**config.mk**
```make
export PLATFORM = sky130hd
export DESIGN_NAME = packet_receiver_flat
export DESIGN_NICKNAME = d
export VERILOG_FILES = /design/src/rtl/noc_params.sv /design/src/rtl/packet_receiver_if.sv /design/src/rtl/packet_receiver.sv /design/src/flat_wrapper.sv
export SDC_FILE = /design/constraint.sdc
export NUM_CORES = 1
export LEC_CHECK = 0
export CORE_MARGIN = 8
export CORE_UTILIZATION = 48
export CTS_BUF_LIST = sky130_fd_sc_hd__clkbuf_8
export CTS_CLUSTER_SIZE = 14
export DETAILED_ROUTE_END_ITERATION = 8
export DONT_BUFFER_PORTS = 1
export SLEW_MARGIN = 25
export SYNTH_ARGS = -nofsm -noshare
export SYNTH_HDL_FRONTEND = slang
export SYNTH_SLANG_ARGS = --single-unit
```
**constraint.sdc**
```tcl
create_clock -name clk -period 4.4 [get_ports clk]
set_clock_uncertainty 0.15 [all_clocks]
set_input_delay 1.32 -clock clk [delete_from_list [all_inputs] [get_ports clk]]
set_output_delay 1.32 -clock clk [all_outputs]
set_load 0.005 [all_outputs]
```
**src/rtl/noc_params.sv**
```systemverilog
// Shared NoC definitions: packet layout and the byte-framing constants used by
// both the serial transmit and receive sides.
package noc_params;

    localparam int X_W       = 4;
    localparam int Y_W       = 4;
    localparam int PAYLOAD_W = 24;

    typedef struct packed {
        logic [X_W-1:0]       x_dest;
        logic [Y_W-1:0]       y_dest;
        logic [PAYLOAD_W-1:0] payload;
    } packet_t;

    localparam int PKT_SIZE       = $bits(packet_t);
    localparam int PKT_SIZE_BYTES = PKT_SIZE / 8;

    localparam logic [7:0] FRAME_DELIM = 8'h7E;
    localparam logic [7:0] FRAME_ESC   = 8'h7D;
    localparam logic [7:0] ESC_XOR     = 8'h20;

    // True for the two byte values that must be escaped inside a frame.
    function automatic logic is_ctrl_byte(input logic [7:0] b);
        return (b == FRAME_DELIM) || (b == FRAME_ESC);
    endfunction

endpackage

```
**src/rtl/packet_receiver_if.sv**
```systemverilog
// Byte-stream input and reassembled-packet output of the packet receiver.
interface packet_receiver_if;
    import noc_params::*;

    logic       valid_in;
    logic [7:0] rx_byte;
    packet_t    pkt;
    logic       valid_out;
    logic       frame_err;

    modport master (output valid_in, rx_byte, input pkt, valid_out, frame_err);
    modport slave  (input valid_in, rx_byte, output pkt, valid_out, frame_err);

endinterface

```
**src/rtl/packet_receiver.sv**
```systemverilog
// Deframes a 0x7E-delimited, 0x7D-escaped byte stream into packets; reports
// good packets with valid_out and discarded frames with frame_err.
module packet_receiver
    import noc_params::*;
(
    input  logic              clk,
    input  logic              rst,
    packet_receiver_if.slave  bus
);

    typedef enum logic [1:0] {
        S_HUNT = 2'd0,
        S_DATA = 2'd1,
        S_ESC  = 2'd2,
        S_END  = 2'd3
    } state_t;

    localparam int                CNT_W    = $clog2(PKT_SIZE_BYTES);
    localparam logic [CNT_W-1:0]  ZERO_CNT = {CNT_W{1'b0}};
    localparam logic [CNT_W-1:0]  ONE_CNT  = CNT_W'(1);
    localparam logic [CNT_W-1:0]  LAST_IDX = CNT_W'(PKT_SIZE_BYTES - 1);

    state_t                state_r;
    state_t                state_s;
    state_t                adv_state_s;
    logic [CNT_W-1:0]      count_r;
    logic [CNT_W-1:0]      count_s;
    logic [CNT_W-1:0]      adv_count_s;
    logic [PKT_SIZE-1:0]   asm_r;
    logic [PKT_SIZE-1:0]   asm_s;
    packet_t               pkt_r;
    logic                  valid_out_r;
    logic                  frame_err_r;
    logic                  deliver_s;
    logic                  err_s;
    logic                  store_en_s;
    logic [7:0]            store_byte_s;
    logic [7:0]            decoded_s;

    // Next state, byte counter and event decode for the accepted byte.
    always_comb begin
        state_s      = state_r;
        count_s      = count_r;
        store_en_s   = 1'b0;
        store_byte_s = bus.rx_byte;
        deliver_s    = 1'b0;
        err_s        = 1'b0;
        decoded_s    = bus.rx_byte ^ ESC_XOR;
        // Where a stored data byte leads: the end delimiter follows the last one.
        adv_state_s  = (count_r == LAST_IDX) ? S_END : S_DATA;
        adv_count_s  = (count_r == LAST_IDX) ? ZERO_CNT : (count_r + ONE_CNT);

        if (bus.valid_in) begin
            case (state_r)
                S_HUNT: begin
                    if (bus.rx_byte == FRAME_DELIM) begin
                        state_s = S_DATA;
                        count_s = ZERO_CNT;
                    end else begin
                        state_s = S_HUNT;
                    end
                end
                S_DATA: begin
                    if (bus.rx_byte == FRAME_DELIM) begin
                        err_s   = (count_r != ZERO_CNT);
                        state_s = S_DATA;
                        count_s = ZERO_CNT;
                    end else if (bus.rx_byte == FRAME_ESC) begin
                        state_s = S_ESC;
                    end else begin
                        store_en_s   = 1'b1;
                        store_byte_s = bus.rx_byte;
                        state_s      = adv_state_s;
                        count_s      = adv_count_s;
                    end
                end
                S_ESC: begin
                    if (bus.rx_byte == FRAME_DELIM) begin
                        err_s   = 1'b1;
                        state_s = S_DATA;
                        count_s = ZERO_CNT;
                    end else if (is_ctrl_byte(decoded_s)) begin
                        store_en_s   = 1'b1;
                        store_byte_s = decoded_s;
                        state_s      = adv_state_s;
                        count_s      = adv_count_s;
                    end else begin
                        err_s   = 1'b1;
                        state_s = S_HUNT;
                        count_s = ZERO_CNT;
                    end
                end
                S_END: begin
                    if (bus.rx_byte == FRAME_DELIM) begin
                        deliver_s = 1'b1;
                    end else begin
                        err_s = 1'b1;
                    end
                    state_s = S_HUNT;
                    count_s = ZERO_CNT;
                end
                default: begin
                    state_s = S_HUNT;
                    count_s = ZERO_CNT;
                end
            endcase
        end else begin
            state_s = state_r;
            count_s = count_r;
        end
    end

    // Byte k of the frame lands MSB-first in the assembly register.
    always_comb begin
        asm_s = asm_r;
        for (int k = 0; k < PKT_SIZE_BYTES; k++) begin
            asm_s[PKT_SIZE-1-8*k -: 8] = (store_en_s && (count_r == CNT_W'(k)))
                                         ? store_byte_s
                                         : asm_r[PKT_SIZE-1-8*k -: 8];
        end
    end

    // State, assembly and registered outputs.
    always_ff @(posedge clk or posedge rst) begin
        if (rst) begin
            state_r     <= S_HUNT;
            count_r     <= ZERO_CNT;
            asm_r       <= {PKT_SIZE{1'b0}};
            pkt_r       <= packet_t'({PKT_SIZE{1'b0}});
            valid_out_r <= 1'b0;
            frame_err_r <= 1'b0;
        end else begin
            state_r     <= state_s;
            count_r     <= count_s;
            asm_r       <= asm_s;
            valid_out_r <= deliver_s;
            frame_err_r <= err_s;
            if (deliver_s) begin
                pkt_r <= packet_t'(asm_r);
            end else begin
                pkt_r <= pkt_r;
            end
        end
    end

    assign bus.pkt       = pkt_r;
    assign bus.valid_out = valid_out_r;
    assign bus.frame_err = frame_err_r;

endmodule

```
**src/flat_wrapper.sv**
```systemverilog
// flat-port wrapper written by rule: the top's interface ports become plain ports
module packet_receiver_flat import noc_params::*;
  (clk, rst, bus_valid_in, bus_rx_byte, bus_pkt, bus_valid_out, bus_frame_err);
  packet_receiver_if bus_i ();
  input  logic clk;
  input  logic rst;
  input wire logic [$bits(bus_i.valid_in)-1:0] bus_valid_in;
  input wire logic [$bits(bus_i.rx_byte)-1:0] bus_rx_byte;
  output wire logic [$bits(bus_i.pkt)-1:0] bus_pkt;
  output wire logic [$bits(bus_i.valid_out)-1:0] bus_valid_out;
  output wire logic [$bits(bus_i.frame_err)-1:0] bus_frame_err;
  assign bus_i.valid_in = bus_valid_in;
  assign bus_i.rx_byte = bus_rx_byte;
  assign bus_pkt = bus_i.pkt;
  assign bus_valid_out = bus_i.valid_out;
  assign bus_frame_err = bus_i.frame_err;
  packet_receiver u_core (.clk(clk), .rst(rst), .bus(bus_i));
endmodule
```
## Yosys cells after proc, flatten, opt, wreduce, memory -nomap -nowiden

Index checks and enable logic that the tools add are counted.

| word-level totals | value |
|---|---|
| register bits after elaboration | 70 |
| input port bits | 11 |
| output and inout port bits | 34 |
| logic and storage cells | 67 |

| operators by class | value |
|---|---|
| $add $sub $neg | 1 |
| equality and inequality tests | 12 |
| muxes and demuxes | 33 |
| bitwise gates (word level) | 1 |
| reductions and logical operators | 9 |

Operators by type and width:

| cell | number |
|---|---|
| 8-bit by 7-bit equality test with 1-bit output (second input constant) | 4 |
| 6-bit two-way mux | 4 |
| 2-bit two-way mux | 11 |
| 2-bit one-hot mux with 4 select lines | 2 |
| 1-bit two-way mux | 14 |
| 2-bit equality test (second input constant) | 4 |
| 2-bit by 1-bit equality test with 1-bit output (second input constant) | 2 |
| 1-bit logical AND | 4 |
| 2-bit logical NOT | 2 |
| 3-bit by 2-bit != test with 1-bit output (second input constant) | 1 |
| 1-bit one-hot mux with 3 select lines | 1 |
| 3-bit AND reduction | 1 |
| 2-bit by 1-bit adder with 2-bit output (second input constant) | 1 |
| 2-bit by 1-bit != test with 1-bit output (second input constant) | 1 |
| 1-bit one-hot mux with 2 select lines | 1 |
| 2-bit nonzero test | 1 |
| 1-bit logical OR | 1 |
| 1-bit NOT | 1 |

## Depth between registers and ports, before layout

Gate-level depths: netlist (run 1).

| depth | value |
|---|---|
| depth after elaboration | 8 |
| depth in mapped cells | 7 |
| mapped depth without buffers | 6 |

## Worst setup path before layout (run 1)

OpenSTA, ideal clock, no wires.

| timing | value |
|---|---|
| path type | input to register |
| from | input port bus_rx_byte[3] |
| to | register u_core.asm_r[18] |
| library setup time | 125 ps |
| arrival time | 2816 ps |
| data required time | 4125 ps |
| setup slack | 1310 ps |
| cell stages on the path | 5 |
| path buffers | 1 |
| cell sequence | nand3_1 o41a_1 buf_4 nor4_4 mux2_2 |

| between the ends | value |
|---|---|
| cells in the longest elaborated chain, start to end | 7 |
| elaborated cells between the ends (all ways) | 15 |
| classes of those cells | eq/ne: 4; mux: 9; reduce/logical: 2 |

Ends and longest elaborated chain:

| what | RTL line | RTL |
|---|---|---|
| start: declaration | flat_wrapper.sv:8 | `input wire logic [$bits(bus_i.rx_byte)-1:0] bus_rx_byte;` |
| 8-bit by 7-bit equality test with 1-bit output | noc_params.sv:24 | `return (b == FRAME_DELIM) \|\| (b == FRAME_ESC);` |
| 1-bit logical OR | noc_params.sv:24 |  |
| 1-bit two-way mux | packet_receiver.sv:82 | `end else if (is_ctrl_byte(decoded_s)) begin` |
| 1-bit two-way mux | packet_receiver.sv:78 | `if (bus.rx_byte == FRAME_DELIM) begin` |
| 1-bit one-hot mux with 2 select lines | packet_receiver.sv:54 | `case (state_r)` |
| 1-bit two-way mux | packet_receiver.sv:53 | `if (bus.valid_in) begin` |
| 1-bit logical AND | packet_receiver.sv:117 | `asm_s[PKT_SIZE-1-8*k -: 8] = (store_en_s && (count_r == CNT_W'(k)))` |
| end signal: assignment | packet_receiver.sv:128 | `asm_r <= {PKT_SIZE{1'b0}};` |
| end signal: assignment | packet_receiver.sv:135 | `asm_r <= asm_s;` |
| end: declaration | packet_receiver.sv:29 | `logic [PKT_SIZE-1:0] asm_r;` |

Parallel ways exist; a longest one is shown, timed or not.
A chain may end at the register's enable or synchronous reset.

## Final worst setup path (run 1)

| timing | value |
|---|---|
| from | input port bus_rx_byte[3] |
| to | register u_core.asm_r[2] |

The elaborated chain is that of the path after synthesis.

==> results_dict.tcl, run 1 <==
set metrics [dict create \
    clkPwrFrac 0.409 \
    fin_crit_ns 3.07 \
    critPathKind "primary input to flip-flop" \
    cp.buffers_inverters 0 \
    grt_pass1_vias 1834 \
    avgSynthCellArea_um2 14.4 \
    start_util 0.486 \
    p_comb_frac 0.080 \
    startpoint_type "primary input" \
    drive_gt1_frac 0.401 \
    hp-class "flip-flop to flip-flop" \
    die_w_um 95.5 \
    relSlewSlack 0.539 \
    fillers 537 \
    postPlaceCellArea_um2 3120 \
    ir_worst_vdd_mv 0.262 \
    status "complete, no violations" \
    synth_seq_cells 70 \
    seqCellArea_um2 1750 \
    drv_cap 0 \
    final_util 0.535 \
    clk_latency_ns 0.33 \
    yosys.area_share.adder 0.0330 \
    multi_input_area_um2 1220 \
    fin_crit_sh 0.698 \
    gp_congestion 0.824 \
    yosysSeqAreaShare 0.577 \
    drt_wl_total_mm 6.20 \
    maxSlewViolCount 0 \
    synth-xor-area-share 0.00289 \
    worstHoldStart "u_core.asm_r[16]" \
    synth_compound_area_frac 0.0392 \
    arrival_ns 3.14 \
    swShare 0.236 \
    internal_power_w 0.00106 \
    max_stage_delay_ns 0.71 \
    synth_cells 211 \
    ys_async_sr_fraction 1.00 \
    vias 1726 \
    cp_slowest_cell "nor4_4" \
    endpoint_kind "flip-flop" \
    place_hpwl_mm 4.42 \
    grt_use_total 0.148 \
    crit_fanout 8 \
    clockBufferDepth 2 \
    syn_area_um2 3040 \
    io_pins 45 \
    postCtsSetupBuffers 0 \
    setup_viol 0 \
    rsz0062_at_grt "no" \
    synth-edff-count 0 \
    fin_nets 236 \
    path_delay_family "simple AND/OR/NAND/NOR gates" \
    viasPerCell 5.77 \
    hold_ws_ns 0.347 \
    avgRoutedWirePerCell_um 20.7 \
    cts-buffers-inserted 9 \
    synth_top_family_by_area "multiplexers" \
    cts_root_buffer "clkbuf_8" \
    worstMarginPinSlew_ns 0.688 \
    synth_mux_area_frac 0.244 \
    htreeDepth 3 \
    cts_tree "built" \
    hold_path_depth 1 \
    p_leak_nw 1.60 \
    core_area_um2 6240 \
    dieArea_um2 9120 \
    cts_resized 0 \
    place.port_buffers 0 \
    postCtsHoldBufs 0 \
    tns_ns 0 \
    power.density_nw_per_um2 417 \
    ant_nets 0 \
    syn2layout_area_growth_pct 10.0 \
    drc 0 \
    power.switching_w 0.000328 \
    hold_viol_final 0 \
    fin_area_um2 3340 \
    critPathLaunch "bus_rx_byte[3]" \
    synth_simple_gate_area_share 0.0812 \
    cp.depth 4 \
    ys.flop_type "dfrtp_1" \
    cts.sinks 70 \
    synth.distinct_cells 36 \
    grt_pass1_wl_mm 10.1 \
    antennaDiodeCount 0 \
    crit_required_ns 4.47 \
    grt_start_max_net_pins 45 \
    clk_pin_slew_worst_paths_ns 0.07 \
    path_cells "nand3_1, o41a_1, nor4_4, mux2_2" \
    drt_iter0_markers 69 \
    ys_warn_count 0 \
    synth_fp_nets 230 \
    dr.pass1.iters 4 \
    die_height_um 95.5 \
    antenna_found_initial 0 \
    pwr-share-seq 0.510 \
    rows 29 \
    r2r-start "u_core.state_r[0]" \
    rr_worst_depth 6 \
    fmax_mhz 326 \
    gr-total-overflow 0 \
]
metrics by stage:
step | worst slack [ns] | cells | power, W
floorplan | 1.16 | 211 | 0.000808
global placement | 0.974 | 283 | 0.000830
detailed placement | 0.959 | 283 | 0.000834
CTS | 1.32 | 299 | 0.00141
global route | 1.27 | 299 | 0.00146
finish | 1.33 | 299 | 0.00139
state kept, by name (all words and copies together), names as in the netlist:
signal	cells
u_core.bus.valid_out	1
u_core.state_r	2
u_core.bus.pkt	32
u_core.asm_r	32
u_core.count_r	2
u_core.bus.frame_err	1
power groups by stage:
stage                     Clock [W]  Combinational, W  Sequential [W]
final                      0.000570          0.000112        0.000711
after global routing       0.000620          0.000124        0.000715
after CTS                  0.000586          0.000113        0.000710
after detailed placement          0          0.000112        0.000723
after global placement            0          0.000108        0.000722
after floorplan                   0         0.0000978        0.000710
synthesized netlist by cell type, types with 2 or more instances:
master	instances	area (µm²)
buf_2	3	15.0
mux2_1	2	22.5
nand2b_1	2	12.5
clkbuf_1	4	15.0
inv_1	8	30.0
or4_1	2	15.0
and3_1	2	12.5
nand2_1	9	33.8
nor2_1	3	11.3
nand4b_1	2	17.5
nor3_1	2	10.0
mux2_2	63	709
o21ai_0	7	35.0
dfrtp_1	70	1750
ha_1	8	100
nor4_4	4	85.1
cell usage in the layout (no fill, tap or decap), drive strengths merged, types with 2 or more instances in the layout:
cell / synthesis / routed
nor4: 5 / 5
o21ai: 7 / 7
and3: 2 / 2
or4: 2 / 2
nand2b: 2 / 2
bufinv: 0 / 2
nand2: 9 / 9
nor2: 3 / 3
clkbuf: 4 / 10
mux2: 65 / 65
nor3: 3 / 3
nand4b: 2 / 2
dfrtp: 70 / 70
inv: 8 / 10
buf: 4 / 3
ha: 8 / 8
cells by family (layout without fill, tap and decap cells):
| logic type | count (synthesis) | after routing |
|---|---|---|
| muxes | 66 | 66 |
| DFF | 70 | 70 |
| buffers and inverters | 16 | 27 |
| adders and majority gates | 8 | 8 |
| xor gates and xnor gates | 1 | 1 |
| AOI/OAI and AO/OA | 17 | 17 |
| and+or+nand+nor | 33 | 33 |
metal layers:
metal	routed length, µm	share of wire	global-route usage
met5	0	0	0
met4	116	0.019	0.0691
met3	352	0.057	0.0441
met2	3120	0.50	0.233
met1	2610	0.42	0.182
path summary, 6_finish.rpt:
path | end | slack, ns
min in group asynchronous | u_core.bus.pkt[31] | 0.77
max in group asynchronous | u_core.bus.pkt[11] | 2.36
hold / removal | u_core.asm_r[16] | 0.35
hold reg to reg | u_core.asm_r[16] | 0.35
setup reg to reg | u_core.asm_r[2] | 1.64
setup / recovery | u_core.asm_r[2] | 1.33
layout make-up:
class | count | share of cell area
Tap cell | 77 | 0.0288
Sequential cell | 70 | 0.525
Clock inverter | 6 | 0.0255
Clock buffer | 10 | 0.0412
Inverter | 8 | 0.00899
Timing Repair Buffer | 3 | 0.00674
Multi-Input combinational cell | 125 | 0.364
Power figures use the tool's default switching activity.
==> inputs of run 2 (changes only) <==
Clock period 4.4 ns to 2.9 ns, I/O delays scaled along.
==> run 2 against run 1 <==
Clock power up 53%. Sequential power up 50%. Combinational power up 59%. Non-clock buffer count up 6. Cell count up 2.0%. Global-route usage up 0.30 points. Power up 53%. Wire length up 2.3%. First-iteration DRC count down 13%. Largest cell class unchanged.
==> results_dict.tcl, run 2 (synthesized netlist as in run 1, its figures left out) <==
set metrics [dict create \
    antenna_found_initial 0 \
    gr-total-overflow 0 \
    cp_slowest_cell "o41a_1" \
    setup_viol 0 \
    place_hpwl_mm 4.47 \
    critPathKind "flip-flop to flip-flop" \
    met3WireLength_um 417 \
    hp-class "primary input to asynchronous set/reset pin" \
    dr.pass1.iters 4 \
    ir_worst_vdd_mv 0.434 \
    cts_resized 0 \
    fin_crit_sh 0.868 \
    hold_ws_ns 0.238 \
    cts_root_buffer "clkbuf_8" \
    gp_congestion 0.808 \
    antennaDiodeCount 0 \
    io_pins 45 \
    htreeDepth 3 \
    rows 29 \
    wl_met2_mm 3.13 \
    place.port_buffers 0 \
    grt_use_total 0.150 \
    drv_cap 0 \
    cts-buffers-inserted 9 \
    start_util 0.486 \
    fmax_mhz 397 \
    avgRoutedWirePerCell_um 20.8 \
    syn2layout_area_growth_pct 12.0 \
    fin_nets 242 \
    fin_crit_ns 2.52 \
    tns_ns 0 \
    drt_iter0_markers 60 \
    grt_pass1_vias 1887 \
    ant_nets 0 \
    final_util 0.545 \
    dieArea_um2 9120 \
    clk_latency_ns 0.34 \
    clockBufferDepth 2 \
    grt_pass1_wl_mm 10.3 \
    core_area_um2 6240 \
    cts_tree "built" \
    clk_pin_slew_worst_paths_ns 0.08 \
    postCtsHoldBufs 0 \
    final_cell_mix "dfrtp_1, mux2_2, clkbuf_8, nand2_1" \
    viasPerCell 5.82 \
    die_w_um 95.5 \
    endpoint_kind "flip-flop" \
    worstMarginPinSlew_ns 0.555 \
    maxSlewViolCount 0 \
    hold_viol_final 0 \
    drt_wl_total_mm 6.34 \
    max_stage_delay_ns 0.58 \
    crit_fanout 8 \
    rsz0062_at_grt "no" \
    power.density_nw_per_um2 625 \
    arrival_ns 2.59 \
    drive_gt1_frac 0.417 \
    vias 1774 \
    crit_required_ns 2.97 \
    die_height_um 95.5 \
    topRoutingLayerUsed "met4" \
    startpoint_type "flip-flop" \
    power_w 0.00213 \
    grt_start_max_net_pins 55 \
    relSlewSlack 0.630 \
    status "complete, no violations" \
    cts.sinks 70 \
    path_cells "inv_1, ha_1, nand2_1, o41a_1, nor4_4, buf_4, mux2_2" \
    m1WireLength_mm 2.69 \
    layout_commonest_cell "dfrtp_1" \
    p_leak_nw 1.64 \
    drc 0 \
    postCtsSetupBuffers 0 \
]
[run 2: cell types whose count changed in the layout (fill, tap and decap cells not counted)]
cell,previous run,this run
inv_6,1,0
buf_12,0,1
buf_4,3,8
clkinv_4,0,2
clkinvlp_4,1,0
[run 2: worst paths after layout]
kind                                         from            endpoint  slack [ns]  depth (start not counted)
worst max-delay path            u_core.state_r[0]     u_core.asm_r[5]        0.38                          7
worst min-delay path                          rst   u_core.bus.pkt[2]        0.24                          1
worst max register to register  u_core.state_r[0]     u_core.asm_r[5]        0.38                          7
worst min register to register   u_core.asm_r[24]    u_core.asm_r[24]        0.34                          1
max in group asynchronous                     rst  u_core.bus.pkt[19]        1.75                          2
min in group clk                 u_core.asm_r[24]    u_core.asm_r[24]        0.34                          1
[run 2: per-layer routing]
| metal | global-route usage | up-vias |
|---|---|---|
| met1 | 0.184 | 925 |
| met3 | 0.0504 | 8 |
| met4 | 0.0640 | 0 |
| met2 | 0.238 | 50 |
| met5 | 0 | - |
| li1 | - | 791 |
[run 2: report_power, final]
group / internal (W) / total [W] / switching [W]
Combinational: 0.0000784 / 0.000178 / 0.0000993
Clock: 0.000506 / 0.000873 / 0.000366
Sequential: 0.00104 / 0.00107 / 0.0000384
Total: 0.00162 / 0.00213 / 0.000504
[run 2: layout make-up]
| type | count | area, µm² |
|---|---|---|
| Multi-Input combinational cell | 125 | 1220 |
| Clock buffer | 10 | 138 |
| Sequential cell | 70 | 1750 |
| Inverter | 8 | 30.0 |
| Timing Repair Buffer | 9 | 80.1 |
| Clock inverter | 6 | 86.3 |
| Fill cell | 537 | 2840 |
| Tap cell | 77 | 96.3 |
[run 2: stage by stage]
step / cells / cell area [µm²] / setup WS, ns
2_1_floorplan: 211 / 3040 / 0.112
3_5_place_dp: 289 / 3170 / 0.134
6_report: 305 / 3400 / 0.383
3_3_place_gp: 289 / 3170 / 0.172
4_1_cts: 305 / 3400 / 0.376
5_1_grt: 305 / 3400 / 0.253
[run 2: critical path, delay by kind of cell, from the launching register on]
kind,cells,cell delay (ns)
AO/OA/AOI/OAI,1,0.58
AND/OR/NAND/NOR,2,0.40
adder cells (fa/ha/maj),1,0.18
buffers and inverters,2,0.33
flip-flops,1,0.40
multiplexers,1,0.35
